`config.mk`:
```
export PLATFORM = sky130hd
export DESIGN_NAME = shot_clock_ctrl
export DESIGN_NICKNAME = d
export VERILOG_FILES = /design/src/rtl/shot_clock_ctrl.sv
export SDC_FILE = /design/constraint.sdc
export NUM_CORES = 1
export LEC_CHECK = 0
export ABC_AREA = 1
export CAP_MARGIN = 20
export CORE_MARGIN = 2
export CORE_UTILIZATION = 57
export DETAILED_ROUTE_END_ITERATION = 8
export GPL_ROUTABILITY_DRIVEN = 0
export PLACE_DENSITY = 0.91
export SETUP_SLACK_MARGIN = 0.1
export SLEW_MARGIN = 20
export SYNTH_ARGS = -nofsm -noshare
export SYNTH_HDL_FRONTEND = slang
export SYNTH_SLANG_ARGS = --single-unit
```
`constraint.sdc`:
```
create_clock -name clk -period 2.6 [get_ports clk]
set_input_delay 0.78 -clock clk [delete_from_list [all_inputs] [get_ports clk]]
set_output_delay 0.78 -clock clk [all_outputs]
set_load 0.01 [all_outputs]
```
`src/rtl/shot_clock_ctrl.sv`:
```
// Shot-clock controller: edge-triggered (re)start from a full or short preset,
// pausable countdown with prescaled ticks, and a fixed-length buzz on expiry.
module shot_clock_ctrl #(
   parameter int CNT_W        = 4,
   parameter int PRESET       = 10,
   parameter int SHORT_PRESET = 5,
   parameter int TICK_DIV     = 1,
   parameter int BUZZ_LEN     = 3
) (
   input  logic             clk,
   input  logic             rst_n,
   input  logic             shoot,
   input  logic             hold,
   input  logic             reload_short,
   output logic [CNT_W-1:0] count,
   output logic             buzz,
   output logic             running
);

   localparam int DIV_W = (TICK_DIV > 1) ? $clog2(TICK_DIV) : 1;
   localparam int BUZ_W = (BUZZ_LEN > 1) ? $clog2(BUZZ_LEN) : 1;

   localparam logic [1:0] IDLE    = 2'd0;
   localparam logic [1:0] RUN     = 2'd1;
   localparam logic [1:0] PAUSE   = 2'd2;
   localparam logic [1:0] EXPIRED = 2'd3;

   localparam logic [CNT_W-1:0] FULL_VAL  = CNT_W'(PRESET);
   localparam logic [CNT_W-1:0] SHORT_VAL = CNT_W'(SHORT_PRESET);
   localparam logic [DIV_W-1:0] DIV_LAST  = DIV_W'(TICK_DIV - 1);
   localparam logic [BUZ_W-1:0] BUZ_LAST  = BUZ_W'(BUZZ_LEN - 1);

   logic [1:0]       state, state_n;
   logic [CNT_W-1:0] count_n;
   logic [DIV_W-1:0] div, div_n;
   logic [BUZ_W-1:0] bcnt, bcnt_n;
   logic             buzz_n;
   logic             shoot_s, short_s, shoot_q;
   logic             shoot_edge, tick;
   logic [CNT_W-1:0] load_val;

   // reload_short is captured together with shoot so the preset choice stays
   // aligned with the edge it belongs to.
   assign shoot_edge = shoot_s & ~shoot_q;
   assign load_val   = short_s ? SHORT_VAL : FULL_VAL;
   assign tick       = (state == RUN) && (div == DIV_LAST);

   always_comb begin
      state_n = state;
      count_n = count;
      div_n   = div;
      bcnt_n  = bcnt;
      buzz_n  = buzz;
      case (state)
         IDLE: begin
            count_n = FULL_VAL;
            if (shoot_edge) begin
               state_n = RUN;
               count_n = load_val;
               div_n   = '0;
            end
         end
         RUN: begin
            if (shoot_edge) begin
               count_n = load_val;
               div_n   = '0;
            end else if (hold) begin
               state_n = PAUSE;
            end else begin
               div_n = tick ? '0 : div + 1'b1;
               // Expiry happens on the tick that would take the count from 1 to 0.
               if (tick && count == CNT_W'(1)) begin
                  count_n = '0;
                  buzz_n  = 1'b1;
                  bcnt_n  = '0;
                  state_n = EXPIRED;
               end else if (tick && count != '0) begin
                  count_n = count - 1'b1;
               end
            end
         end
         PAUSE: begin
            if (shoot_edge) begin
               count_n = load_val;
               div_n   = '0;
            end else if (!hold) begin
               state_n = RUN;
            end
         end
         EXPIRED: begin
            count_n = '0;
            if (bcnt == BUZ_LAST) begin
               buzz_n  = 1'b0;
               count_n = FULL_VAL;
               state_n = IDLE;
            end else begin
               bcnt_n = bcnt + 1'b1;
            end
         end
         default: begin
            state_n = IDLE;
            count_n = FULL_VAL;
            buzz_n  = 1'b0;
         end
      endcase
   end

   // running decodes the next state so it changes on the same edge as the state.
   always_ff @(posedge clk or negedge rst_n) begin
      if (!rst_n) begin
         state   <= IDLE;
         count   <= FULL_VAL;
         div     <= '0;
         bcnt    <= '0;
         buzz    <= 1'b0;
         running <= 1'b0;
         shoot_s <= 1'b0;
         short_s <= 1'b0;
         shoot_q <= 1'b0;
      end else begin
         state   <= state_n;
         count   <= count_n;
         div     <= div_n;
         bcnt    <= bcnt_n;
         buzz    <= buzz_n;
         running <= (state_n == RUN);
         shoot_s <= shoot;
         short_s <= reload_short;
         shoot_q <= shoot_s;
      end
   end

endmodule

```
==> out/metrics.cfg, run 1 <==
[timing]
setup_slack_ps=430
finalSetupTns_ps=0
rsz0062_at_grt=false
setup_viol=0
slew_headroom=0.583
tightestPinTransition_ps=624
max_freq_ghz=0.461
fin_crit_sh=0.835
timing_hold_violations_final=0
slew_violations=0
min_period_ps=2170
holdWs_ps=414
fin_skew_ps=8.45

[power_and_ir_drop]
cellLeakagePower_uw=0.000517
ir_drop_uv=763
p_per_area_nw_per_um2=1150

[critical_path]
max_stage_delay_ps=570
reg2reg_slack_ps=990
endpoint_kind=output port
crit_chain=clkdlybuf4s50_1
startpoint_type=flip-flop
reg2reg_depth=10
crit_buf_inv=1
required_ps=1820
critPathKind=flip-flop to output port
crit_family=flip-flops
timing.rr.start=count[1]
cp_data_arrival_time_ps=1390
slowest_stage=dfstp_2
worst_r2r_endpoint=count[0]
critPathMaxFanout=5

[drt]
routedWlPerCell_um=12.2
drt-pass1-iter-count=6
viasPerCell=5.66
routed_wl_mm=1.74
ant_nets=0
drc=0
vias=804
drtIter0Drc=36

[die]
die_height_um=42.6
coreArea_um2=1350
rows=13
ios=11
die_w_um=42.6
dieArea_um2=1820
initial_utilization=0.630

[global_routing]
grt_pass1_wl_mm=3.04
antenna_found_initial=0
grt-ovfl-total=0
grt_max_degree=15
grt_pass1_vias=738
track_usage=0.223

[placed_design]
hpwlAfterDp_mm=1.27
place_ws_ps=581
place.port_buffers=10
placed_area_um2=956

[clock_network]
ctsResizeCount=0
root_buffer=clkbuf_4
clk_path_buf_depth=2
holdBufCountCts=0
numCtsBuffers=3
htreeDepth=1
post-cts-setup-buffers=0
clkSinkCount=14
clk_pin_slew_ps=80
cts_tree=built
worstSkewPairLatency_ps=290

[synth]
synth_area_um2=851
synth_fa_ha_area_frac=0.0441
synth_top_family_by_area=simple AND/OR/NAND/NOR gates
synth.most_common_cell=nand2_1
synth_edf_count=0
muxShareOfSynthArea=0
synth-seq-cells=14
yosys.area_share.simple=0.365
synth_top_area_frac=0.353
synth_area_leaders=dfrtp_1, nand2_1, nand3_1, dfstp_2, inv_1
yosys_warnings=0
synth_xor_xnor_area_share=0.0103
synthesis.nets=122
synth-compound-area-share=0.0838
async_flop_share=1.00
avgSynthCellArea_um2=7.46
ys_seq_area_frac=0.415
yosysTopAreaCell=dfrtp_1
netlist_instances=114
netlist_top_cells_count=nand2_1, nand3_1, inv_1, dfrtp_1, nor2_1
synth_cell_types=22
ys.flop_type=dfrtp_1

[worst_hold_path]
min_to=shoot_q
hp-class=flip-flop to flip-flop
hold_path.startpoint=shoot_s
hold_path_depth=0

[flow_run]
max_cap_violations=0

[finish]
antenna_cells=0
num-nets-final=136
drive_gt1_frac=0.0945
areaGrowthSynthToFinish_pct=16.6
final_area_um2=992

[status]
status=finished clean

## per-stage QoR
stage	power, µW	utilization	instances
6_report	1140	0.735	142
5_1_grt	1240	0.735	142
4_1_cts	1140	0.735	142
3_5_place_dp	972	0.708	138
3_3_place_gp	951	0.708	138
2_1_floorplan	792	-	114
## worst max path at each step
stage,from,to,slack [ps],cells after the start
2_1_floorplan,count[1],count[2],1100,10
6_report,count[3],count[3],430,1
3_5_place_dp,hold,running,580,5
5_1_grt,count[3],count[3],400,1
4_1_cts,count[3],count[3],430,1
3_3_place_gp,hold,running,640,5
## logic make-up after synthesis
| kind of cell | after synthesis |
|---|---|
| AND/OR/NAND/NOR | 69 |
| flip-flops | 14 |
| AO/OA/AOI/OAI | 11 |
| XOR/XNOR | 1 |
| buffers and inverters | 16 |
| adder cells (fa/ha/maj) | 3 |
## routing by layer
layer / share of wire / vias to the layer above / global-route usage
li1: - / 390 / -
met1: 0.44 / 376 / 0.288
met2: 0.46 / 31 / 0.345
met3: 0.070 / 7 / 0.0517
met4: 0.028 / 0 / 0.113
met5: 0 / - / 0
## report_power, final
| group | switching (µW) | total, µW | internal (µW) |
|---|---|---|---|
| logic | 348 | 604 | 256 |
| clock network | 79.0 | 164 | 85.4 |
| registers | 72.0 | 373 | 301 |
## flip-flops by register name (all words and copies together) (netlist names)
name,cells
running,1
buzz,1
shoot_q,1
count,4
div,1
bcnt,2
shoot_s,1
short_s,1
state,2
## placed cells by master, fill, tap and decap left out, drive strengths merged
| cell | n |
|---|---|
| a21oi | 2 |
| inv | 15 |
| o21ai | 7 |
| nor3 | 2 |
| clkdlybuf4s50 | 10 |
| nor2 | 9 |
| dfrtp | 12 |
| o21bai | 1 |
| ha | 3 |
| o211ai | 1 |
| dfstp | 2 |
| nand4 | 1 |
| nand2 | 39 |
| clkbuf | 4 |
| nor2b | 1 |
| xor2 | 1 |
| nand3 | 17 |
## area by class of cell
| class | count | area, µm² |
|---|---|---|
| multi-input cells | 84 | 428 |
| repair buffers | 10 | 100 |
| well taps | 15 | 18.8 |
| fillers | 113 | 358 |
| clock buffers | 4 | 36.3 |
| inverters | 15 | 56.3 |
| flip-flops and latches | 14 | 353 |
Note: power is estimated with default switching activity, not from simulation.
==> inputs of run 2 (changes only) <==
--- a/config.mk
+++ b/config.mk
@@ -7,11 +7,12 @@
 export LEC_CHECK = 0
 export ABC_AREA = 1
 export CAP_MARGIN = 20
+export CORE_ASPECT_RATIO = 1.2
 export CORE_MARGIN = 2
-export CORE_UTILIZATION = 57
+export CORE_UTILIZATION = 52
 export DETAILED_ROUTE_END_ITERATION = 8
 export GPL_ROUTABILITY_DRIVEN = 0
-export PLACE_DENSITY = 0.91
+export PLACE_DENSITY = 0.85
 export SETUP_SLACK_MARGIN = 0.1
 export SLEW_MARGIN = 20
 export SYNTH_ARGS = -nofsm -noshare
==> constraint.sdc (replaced) <==
create_clock -name clk -period 2 [get_ports clk]
set_input_delay 0.6 -clock clk [delete_from_list [all_inputs] [get_ports clk]]
set_output_delay 0.6 -clock clk [all_outputs]
set_load 0.01 [all_outputs]
==> out/metrics.cfg, run 2 (synthesized netlist as in run 1, its figures left out) <==
[drt]
drc=0  ; unchanged
ant_nets=0  ; unchanged
routed_wl_mm=1.70  ; -2.1%
viasPerCell=5.26  ; -7.0%
vias=779  ; -3.1%
routedWlPerCell_um=11.5  ; -6.1%
drtIter0Drc=19  ; -47%
drt-pass1-iter-count=4  ; -2

[critical_path]
crit_chain=clkdlybuf4s50_1
crit_buf_inv=1  ; unchanged
required_ps=1400  ; -420 ps
cp_data_arrival_time_ps=1160  ; -230 ps
critPathKind=flip-flop to output port
critPathMaxFanout=2  ; -3
startpoint_type=flip-flop
max_stage_delay_ps=530  ; -40 ps
slowest_stage=clkdlybuf4s50_1
endpoint_kind=output port
crit_family=buffers and inverters

[die]
dieArea_um2=1980  ; +8.8%
initial_utilization=0.538  ; -0.0922
ios=11  ; unchanged
rows=16  ; +3
die_w_um=40.9  ; -4.0%
coreArea_um2=1580  ; +17%
die_height_um=48.3  ; +13%

[finish]
stdcell_count=148  ; +4.2%
num-nets-final=139  ; +2.2%
max_flop_register=count
drive_gt1_frac=0.108  ; +0.0132
antenna_cells=0  ; unchanged
final_area_um2=1010  ; +1.6%
largest_registers=count x4, bcnt x2, state x2
final_common_cell=nand2_1
final_cell_mix=nand2_1, nand3_1, inv_1
fillCellCount=150  ; +33%
largest_reg_flops=4  ; unchanged
areaGrowthSynthToFinish_pct=18.5

[timing]
fin_skew_ps=12.0  ; +3.56 ps
fin_crit_sh=0.882
setup_viol=0  ; unchanged
max_freq_ghz=0.567
setup_slack_ps=236  ; -194 ps
rsz0062_at_grt=false
timing_hold_violations_final=0  ; unchanged
finalSetupTns_ps=0  ; unchanged
min_period_ps=1760
tightestPinTransition_ps=315  ; -309 ps
slew_headroom=0.789  ; +0.207
slew_violations=0  ; unchanged

[global_routing]
grt_pass1_vias=737  ; -0.14%
grt_max_degree=15  ; unchanged
antenna_found_initial=0  ; unchanged
grt_pass1_wl_mm=2.88  ; -5.2%
grt-ovfl-total=0  ; unchanged
track_usage=0.211  ; -0.0125

[clock_network]
clk_path_buf_depth=2  ; unchanged
worstSkewPairLatency_ps=290  ; about the same
htreeDepth=1  ; unchanged
cts_tree=built
root_buffer=clkbuf_4
numCtsBuffers=3  ; unchanged
clk_pin_slew_ps=90  ; about the same
holdBufCountCts=0  ; unchanged
clkSinkCount=14  ; unchanged

[power_and_ir_drop]
power.total_uw=1430  ; +25%
p_per_area_nw_per_um2=1410  ; +23%
ir_drop_uv=718  ; -5.9%
cellLeakagePower_uw=0.000542  ; +4.7%

[placed_design]
placed_area_um2=975  ; +2.0%
hpwlAfterDp_mm=1.33  ; +4.3%
place_inst=143  ; +3.6%
place_ws_ps=197  ; -385 ps
place.port_buffers=10  ; unchanged

[status]
status=finished clean

[worst_hold_path]
hp-class=flip-flop to flip-flop

[flow_run]
max_cap_violations=0  ; unchanged

==> run 2: changes by cell type in the layout (fill, tap and decap cells not counted) <==
cell             delta
clkbuf_8            -1
dlymetal6s2s_1      +1
clkbuf_1            +1
dlygate4sd2_1       +2
clkdlybuf4s50_1     -3
buf_4               +3
==> run 2: path summary, 6_finish.rpt <==
check | from | slack, ps | cells after the start | endpoint
max in group asynchronous | rst_n | 1140 | 2 | count[1]
min in group asynchronous | rst_n | 610 | 2 | count[0]
max reg2reg | count[1] | 410 | 10 | count[2]
min reg2reg | shoot_s | 400 | 0 | shoot_q
max | count[2] | 240 | 1 | count[2]
min | shoot_s | 400 | 0 | shoot_q
==> run 2: report_power, final <==
group | internal [µW] | switching (µW) | total (µW)
logic | 327 | 455 | 782
clock network | 77.6 | 92.4 | 170
registers | 391 | 82.4 | 474
==> run 2: layout make-up <==
class	count	area, µm²	area share
clock buffers	4	26.3	0.0261
inverters	15	56.3	0.0558
multi-input cells	84	428	0.424
flip-flops and latches	14	353	0.350
well taps	18	22.5	0.0223
repair buffers	13	123	0.122
==> run 2: routing by layer <==
layer  track usage  up-vias  routed length [µm]
li1              -      397                   -
met1         0.238      350                 693
met2         0.341       27                 872
met3        0.0550        5                  93
met4         0.106        0                  42
met5             0        -                   0
==> run 2: stage by stage <==
stage,util,hold WS (ps)
after floorplan,-,304
after global placement,0.616,378
after detailed placement,0.616,384
after CTS,0.636,404
after global routing,0.638,448
final,0.638,404
==> run 2: timing repair <==
item / CTS / global route
resized for setup: 2 / 1
pin swaps: 0 / 0
setup endpoints to repair: 3 / 1
buffers inserted: 1 / 0
==> inputs of run 3 (changes only) <==
--- a/config.mk
+++ b/config.mk
@@ -13,6 +13,7 @@
 export DETAILED_ROUTE_END_ITERATION = 8
 export GPL_ROUTABILITY_DRIVEN = 0
 export PLACE_DENSITY = 0.85
+export REMOVE_ABC_BUFFERS = 1
 export SETUP_SLACK_MARGIN = 0.1
 export SLEW_MARGIN = 20
 export SYNTH_ARGS = -nofsm -noshare
==> out/metrics.cfg, run 3 (synthesized netlist as in run 1, its figures left out) <==
[global_routing]
grt_pass1_vias=717  ; -2.7%
grt_pass1_wl_mm=2.92  ; +1.2%
antenna_found_initial=0  ; unchanged
track_usage=0.211  ; +0.000559
grt-ovfl-total=0  ; unchanged
grt_max_degree=15  ; unchanged

[power_and_ir_drop]
internal-power_uw=826  ; +3.8%
p_switching_uw=626  ; -0.57%
swShare=0.431  ; -0.0105
clockPowerShare=0.139  ; +0.020
pwr-share-seq=0.334  ; +0.002
pwr-share-comb=0.527  ; -0.021
ir_drop_uv=737  ; +2.7%
cellLeakagePower_uw=0.000528  ; -2.6%
p_per_area_nw_per_um2=1440  ; +1.7%

[critical_path]
crit_cells=1  ; unchanged
startpoint_type=flip-flop
timing.rr.start=count[1]
crit_buf_inv=1  ; unchanged
crit_family=buffers and inverters
crit_chain=clkdlybuf4s50_1
endpoint_kind=output port
cp_data_arrival_time_ps=1230  ; +70 ps
max_stage_delay_ps=540  ; about the same
slowest_stage=clkdlybuf4s50_1
critPathMaxFanout=5  ; +3
required_ps=1400  ; about the same
reg2reg_depth=10  ; unchanged
critPathKind=flip-flop to output port
worstSetupStartpoint=count[2]

[timing]
tightestPinTransition_ps=298  ; -17.0 ps
holdWs_ps=406  ; +2.12 ps
slew_headroom=0.801  ; +0.0114
min_period_ps=1830  ; +70.4 ps
rsz0062_at_grt=false
slew_violations=0  ; unchanged
setup_slack_ps=165  ; -70.4 ps
fin_skew_ps=0.732  ; -11.3 ps
finalSetupTns_ps=0  ; unchanged
timing_hold_violations_final=0  ; unchanged
setup_viol=0  ; unchanged
max_freq_ghz=0.545  ; -3.8%
fin_crit_sh=0.917  ; +0.0352

[finish]
areaGrowthSynthToFinish_pct=18.7
drive_gt1_frac=0.116  ; +0.00859
antenna_cells=0  ; unchanged
final_area_um2=1010  ; +0.12%
num-nets-final=138  ; -0.72%
final_util=0.638  ; +0.000791
final_common_cell=nand2_1
final_cell_mix=nand2_1, nand3_1, inv_1
max_flop_register=count
largest_registers=count x4, bcnt x2, state x2
largest_reg_flops=4  ; unchanged

[die]
dieArea_um2=1980  ; unchanged
initial_utilization=0.538  ; unchanged
coreArea_um2=1580  ; unchanged
die_height_um=48.3  ; unchanged
rows=16  ; unchanged
ios=11  ; unchanged
die_w_um=40.9  ; unchanged

[clock_network]
post-cts-setup-buffers=0  ; -1
ctsResizeCount=2  ; unchanged
root_buffer=clkbuf_4
clkSinkCount=14  ; unchanged
clk_path_buf_depth=2  ; unchanged
holdBufCountCts=0  ; unchanged
clk_pin_slew_ps=80  ; about the same
cts_tree=built
numCtsBuffers=3  ; unchanged
worstSkewPairLatency_ps=280  ; about the same
htreeDepth=1  ; unchanged

[worst_hold_path]
hold_path_depth=0  ; unchanged
hold_path.startpoint=shoot_s
hp-class=flip-flop to flip-flop

[drt]
drt-pass1-iter-count=4  ; unchanged
drc=0  ; unchanged
ant_nets=0  ; unchanged
routed_wl_mm=1.57  ; -7.5%
viasPerCell=5.18  ; -1.6%
drtIter0Drc=9  ; -10
vias=761  ; -2.3%
routedWlPerCell_um=10.7  ; -6.9%

[placed_design]
placed_area_um2=975  ; unchanged
hpwlAfterDp_mm=1.29  ; -2.5%
place.port_buffers=10  ; unchanged
place_ws_ps=208  ; +11.1 ps

[status]
status=finished clean

[flow_run]
max_cap_violations=0  ; unchanged

[run 3: cell count changes in the layout (fill, tap and decap cells not counted)]
cell	before	now
clkdlybuf4s50_1	7	8
dfrtp_1	12	11
dfrtp_2	0	1
buf_4	3	2
dlymetal6s2s_1	1	0
clkbuf_8	0	1
clkbuf_1	1	0
[run 3: worst paths after layout]
check | to | slack [ps]
max | count[2] | 170
min | shoot_q | 410
max reg2reg | count[2] | 390
min reg2reg | shoot_q | 410
max in group asynchronous | count[3] | 1150
min in group asynchronous | bcnt[0] | 610
[run 3: power by group through the flow]
stage	Sequential [µW]	Clock [µW]	Combinational [µW]
finish	484	202	765
global placement	487	0	757
detailed placement	492	0	780
floorplan	499	0	528
global route	506	217	880
CTS	485	208	771
[run 3: through the flow]
stage                     power (µW)  instances
after global routing            1600        147
after detailed placement        1270        143
final                           1450        147
after floorplan                 1030        113
after CTS                       1460        147
after global placement          1240        143
[run 3: final cells by class]
class	instances	area (µm²)
fillers	152	572
multi-input cells	84	428
flip-flops and latches	14	354
repair buffers	12	113
inverters	15	56.3
clock buffers	4	36.3
well taps	18	22.5
[run 3: per-layer routing]
layer	vias up	wire length, µm	track usage
li1	399	-	-
met3	3	46	0.0413
met2	12	874	0.339
met4	0	22	0.0833
met5	-	0	0
met1	347	631	0.265
